<file path="src/rtl/fetch_ctrl.sv">
// Instruction fetch sequencer: owns the fetch PC, runs the instruction-bus handshake,
// absorbs execute redirects (even mid-transaction) and presents one instruction to decode.
module fetch_ctrl #(
  parameter logic [63:0] RESET_PC = 64'h0000_0000_8000_0000
) (
  input  logic        clk,
  input  logic        reset,
  input  logic        redirect_valid,
  input  logic [63:0] redirect_pc,
  input  logic        stall,
  output logic        ireq_valid,
  output logic [63:0] ireq_addr,
  input  logic        iresp_addr_ok,
  input  logic        iresp_data_ok,
  input  logic [31:0] iresp_data,
  output logic        f_valid,
  output logic [63:0] f_pc,
  output logic [31:0] f_inst
);

  typedef enum logic [2:0] {S_IDLE, S_REQ, S_WAIT, S_DRAIN, S_HOLD} state_t;

  state_t      state, state_nxt;
  logic [63:0] pc, pc_nxt;
  logic [63:0] pend_pc, pend_pc_nxt;
  logic        kill, kill_nxt;
  logic        f_valid_nxt;
  logic [63:0] f_pc_nxt;
  logic [31:0] f_inst_nxt;

  assign ireq_valid = (state == S_REQ);
  assign ireq_addr  = pc;

  always_ff @(posedge clk or posedge reset) begin
    if (reset) begin
      state   <= S_IDLE;
      pc      <= RESET_PC;
      pend_pc <= RESET_PC;
      kill    <= 1'b0;
      f_valid <= 1'b0;
      f_pc    <= '0;
      f_inst  <= '0;
    end else begin
      state   <= state_nxt;
      pc      <= pc_nxt;
      pend_pc <= pend_pc_nxt;
      kill    <= kill_nxt;
      f_valid <= f_valid_nxt;
      f_pc    <= f_pc_nxt;
      f_inst  <= f_inst_nxt;
    end
  end

  // A request already on the bus cannot be retargeted, so a redirect is parked in
  // pend_pc and the matching response is drained before the new target is fetched.
  always_comb begin
    state_nxt   = state;
    pc_nxt      = pc;
    pend_pc_nxt = pend_pc;
    kill_nxt    = kill;
    f_valid_nxt = f_valid;
    f_pc_nxt    = f_pc;
    f_inst_nxt  = f_inst;
    case (state)
      S_IDLE: state_nxt = S_REQ;
      S_REQ: begin
        if (redirect_valid) pend_pc_nxt = redirect_pc;
        if (iresp_addr_ok) begin
          state_nxt = (kill || redirect_valid) ? S_DRAIN : S_WAIT;
        end else if (redirect_valid) begin
          kill_nxt = 1'b1;
        end
      end
      S_WAIT: begin
        if (iresp_data_ok && redirect_valid) begin
          pc_nxt    = redirect_pc;
          state_nxt = S_REQ;
        end else if (iresp_data_ok) begin
          f_inst_nxt  = iresp_data;
          f_pc_nxt    = pc;
          f_valid_nxt = 1'b1;
          state_nxt   = S_HOLD;
        end else if (redirect_valid) begin
          pend_pc_nxt = redirect_pc;
          state_nxt   = S_DRAIN;
        end
      end
      S_DRAIN: begin
        if (iresp_data_ok) begin
          pc_nxt    = redirect_valid ? redirect_pc : pend_pc;
          kill_nxt  = 1'b0;
          state_nxt = S_REQ;
        end else if (redirect_valid) begin
          pend_pc_nxt = redirect_pc;
        end
      end
      S_HOLD: begin
        if (redirect_valid) begin
          f_valid_nxt = 1'b0;
          pc_nxt      = redirect_pc;
          state_nxt   = S_REQ;
        end else if (!stall) begin
          f_valid_nxt = 1'b0;
          pc_nxt      = pc + 64'd4;
          state_nxt   = S_REQ;
        end
      end
      default: state_nxt = S_IDLE;
    endcase
  end

endmodule
</file>
<file path="config.mk">
export PLATFORM = sky130hd
export DESIGN_NAME = fetch_ctrl
export DESIGN_NICKNAME = d
export VERILOG_FILES = /design/src/rtl/fetch_ctrl.sv
export SDC_FILE = /design/constraint.sdc
export NUM_CORES = 1
export LEC_CHECK = 0
export CAP_MARGIN = 5
export CORE_ASPECT_RATIO = 1.1
export CORE_MARGIN = 2
export CORE_UTILIZATION = 51
export CTS_CLUSTER_DIAMETER = 50
export DETAILED_ROUTE_END_ITERATION = 16
export PLACE_DENSITY = 0.9
export SETUP_SLACK_MARGIN = 0.05
export SLEW_MARGIN = 20
export SYNTH_ARGS = -nofsm -noshare
export SYNTH_HDL_FRONTEND = slang
export SYNTH_SLANG_ARGS = --single-unit
</file>
<file path="constraint.sdc">
create_clock -name clk -period 9.3 [get_ports clk]
set_input_delay 2.325 -clock clk [delete_from_list [all_inputs] [get_ports clk]]
set_output_delay 2.325 -clock clk [all_outputs]
set_load 0.1 [all_outputs]
</file>
==> run summary <==
The run finished with clean final reports. The largest driver fanout on the critical path came out at 47. The number of nets in the synthesized netlist is 1,169. On the final layout, the worst clock skew is about 20 ps. The startpoint of the lowest-slack register-to-register path is state[1]. The amount of wire on met2 after detailed routing came out at 16,500 um. In the synthesized netlist the dominant register cell turns out to be dfrtp_1. The height of the chip is between 150 and 200 um. Sequential elements use slightly above 50% of the synthesized area.

The initial core utilization is 51.6%. The overall die width came out at 146 um. The number of I/O port buffers came out at 263. Detailed placement ended at an HPWL of 23,100 um. The path depth of the worst reg2reg path is 6. The clock insertion delay at the later pin of the skew report came out at 550 ps.

The worst slew slack as a fraction of its limit is 30.4%. The required time at the worst-slack endpoint is roughly 9700 ps. The row count is 57. The worst path uses a little under three fifths of the clock period. The overall overflow remaining after global route came out at 0. By count the netlist is led by 227 x dfrtp_1, 147 x mux2_2, 107 x nand2_1, 81 x o21ai_0.

The critical path starts at redirect_valid. The initial antenna violation count came out at 1. The tree is rooted in a clkbuf_16. Using the TritonRoute via totals, the vias-per-cell ratio works out to 6.31.

The largest total area in the synthesized netlist belongs to dfrtp_1. Of the cells placed in the final design, the portion with a size suffix greater than 1 is 17.9%. The number of global-route vias before repair is 10,400.

The clock-pin slew of the registers on the worst-case setup and hold paths is 60 ps. The critical register-to-register path endpoint is ireq_addr[42]. By area the synthesized netlist is led by dfrtp_1 50%, mux2_2 15%, o21ai_0 3.6%, nand2_1 3.6%, nand3_1 2.3%.

The number of nets still failing antenna checks after routing came out at 0. The number of hold-slack violations in the final timing report is 0. The setup TNS came out at 0 ps. The warning count from the yosys run came out at 0. Setup repair after global routing left no endpoint under its margin.

The timing-limited maximum frequency came out at around 200 MHz. The tightest min-delay check is of the reg2reg type. The wire length on met1 came out at 13,000 um. After synthesis, the share of flip-flops with an asynchronous set or reset is 100%.

The routed wire length is 34,800 um. The first-pass GRT wire length is 55,900 um. The number of clock buffers inserted by TritonCTS is 29. The minimum clock period after layout came out at 5130 ps. In this run the mean area of a mapped cell was 10.6 um2. Once the clock tree was built, the resizer swapped 0 gates to a different size. The area added between synthesis and finish came out at 33.7%.

For this run, design rule violations remaining after detail routing come to 0. The number of levels the H-tree was split into is 1. STA classifies the critical path endpoint as a register. The floorplan step defined a die boundary enclosing 23,400 um2.

The total setup buffers inserted after CTS is 0. The slew at the pin closest to its max-slew limit is 1040 ps. The overall global routing resource usage came out at 29.4%. The final RePlAce weighted congestion came out at 0.904. The most critical setup path has its endpoint at ireq_addr[51].

The synthesized instance count came out at 1,066. In this run, post-CTS hold repair placed 0 buffers. The data arrival time of the critical path came out at 5540 ps. In this run the standard cell core region covers 21,900 um2. The cell area after technology mapping is 11,300 um2. In the post-synthesis netlist, the cell with the most instances is dfrtp_1.

The layout net count is ~1,400. The final-layout fill cell count came out at 1,532. The number of distinct library cells after synthesis came out at 71. The number of failing setup endpoints in the final timing report came out at 0. In this run the top signal layer used is met4. The number of enable-type register cells in the synthesized netlist came out at 0.

The longest clock path from root to sink contains 3 buffers. The flop-to-flop setup slack is between 6000 and 7000 ps. The pin count of the biggest net entering global routing is 149. For this block, the via count after detailed routing is 10,200. The routed length per placed instance is 21.5 um. The first routing iteration left 1,160 violations. The TritonCTS sink count is 229. The I/O pin count is 264. In this run the biggest area consumer among cell types represents 50.3% of the synthesized area. The total iterations of the first detailed-routing run came out at 6. The final max-slew violation count is 0. The max-capacitance violation count is 0.

STA classifies the critical path startpoint as an input port. The start-to-end type of the worst setup path is in2reg. Detailed routing placed a total of 3700 um of wire on met3. TritonCTS built the clock tree. The flip-flop and latch count after synthesis is 229.
-- state kept, by name, summed over array words and instances, names as in the netlist --
name	count
state	3
f_valid	1
pend_pc	64
f_inst	32
f_pc	64
kill	1
ireq_addr	64
-- final cells by class --
type | instances | area [um2] | area share, %
Sequential cell | 229 | 5730 | 37.9
Clock buffer | 35 | 788 | 5.22
Clock inverter | 18 | 206 | 1.37
Multi-Input combinational cell | 743 | 5230 | 34.6
Tap cell | 295 | 369 | 2.44
Timing Repair Buffer | 272 | 2700 | 17.9
Antenna cell | 1 | 2.50 | 0.0166
Inverter | 20 | 87.6 | 0.579
-- layout by cell type, fill, tap and decap left out, drive strengths merged, types with 3 or more instances in the layout --
| cell type | n |
|---|---|
| clkdlybuf4s50 | 262 |
| dfrtp | 227 |
| mux2 | 147 |
| nand2 | 107 |
| o21ai | 84 |
| nand3 | 53 |
| nor2 | 52 |
| a21oi | 49 |
| clkbuf | 35 |
| a31oi | 30 |
| nand4 | 28 |
| nor3 | 27 |
| inv | 21 |
| xor2 | 20 |
| a221oi | 17 |
| and3 | 13 |
| xnor2 | 12 |
| a22oi | 11 |
| clkinv | 11 |
| nor4 | 11 |
| buf | 10 |
| and4 | 9 |
| a221o | 9 |
| o31ai | 5 |
| o21a | 4 |
| a211oi | 4 |
| and2 | 4 |
| a32oi | 3 |
| a22o | 3 |
| bufinv | 3 |
| clkinvlp | 3 |
| o2111ai | 3 |
| a2bb2oi | 3 |
-- per-layer routing --
layer  vias up  track usage, %
met5         -               0
met2       726            48.5
met1      4906            37.8
met3       137            5.49
li1       4410               -
met4         0            13.6
-- metrics by stage --
step | instances | util, % | cell area, um2 | setup slack [ps] | hold WS (ps)
after floorplan | 1066 | - | 11300 | 702 | 450
after global placement | 1559 | 64.4 | 14100 | 3860 | 462
after detailed placement | 1559 | 64.4 | 14100 | 3840 | 470
after CTS | 1612 | 69.0 | 15100 | 4360 | 483
after global routing | 1613 | 69.0 | 15100 | 4010 | 503
final | 1613 | 69.0 | 15100 | 4170 | 479
-- worst min path at each step --
stage	from	to	slack, ps	depth (start not counted)
2_1_floorplan	pend_pc[27]	pend_pc[27]	450	2
3_3_place_gp	f_valid	f_valid	460	2
3_5_place_dp	f_pc[16]	f_pc[16]	470	2
4_1_cts	f_pc[16]	f_pc[16]	480	2
5_1_grt	f_pc[16]	f_pc[16]	500	2
6_report	f_pc[16]	f_pc[16]	480	2
-- cells by family after synthesis --
| family | synth area share, % |
|---|---|
| and+or+nand+nor | 14.5 |
| muxes | 14.7 |
| DFF | 50.7 |
| AOI/OAI and AO/OA | 13.9 |
| xor gates and xnor gates | 2.48 |
| buffers and inverters | 3.60 |
| adders and majority gates | 0.111 |
-- worst max-delay path: stages --
cell,delay [ps]
buf_2,730
clkinv_1,770
o21ai_2,560
buf_4,400
a21boi_1,490
a32oi_1,110
o311ai_0,140
Power is not shown: default switching activity piles up to over one toggle a cycle in this logic, so the estimate is an artifact.
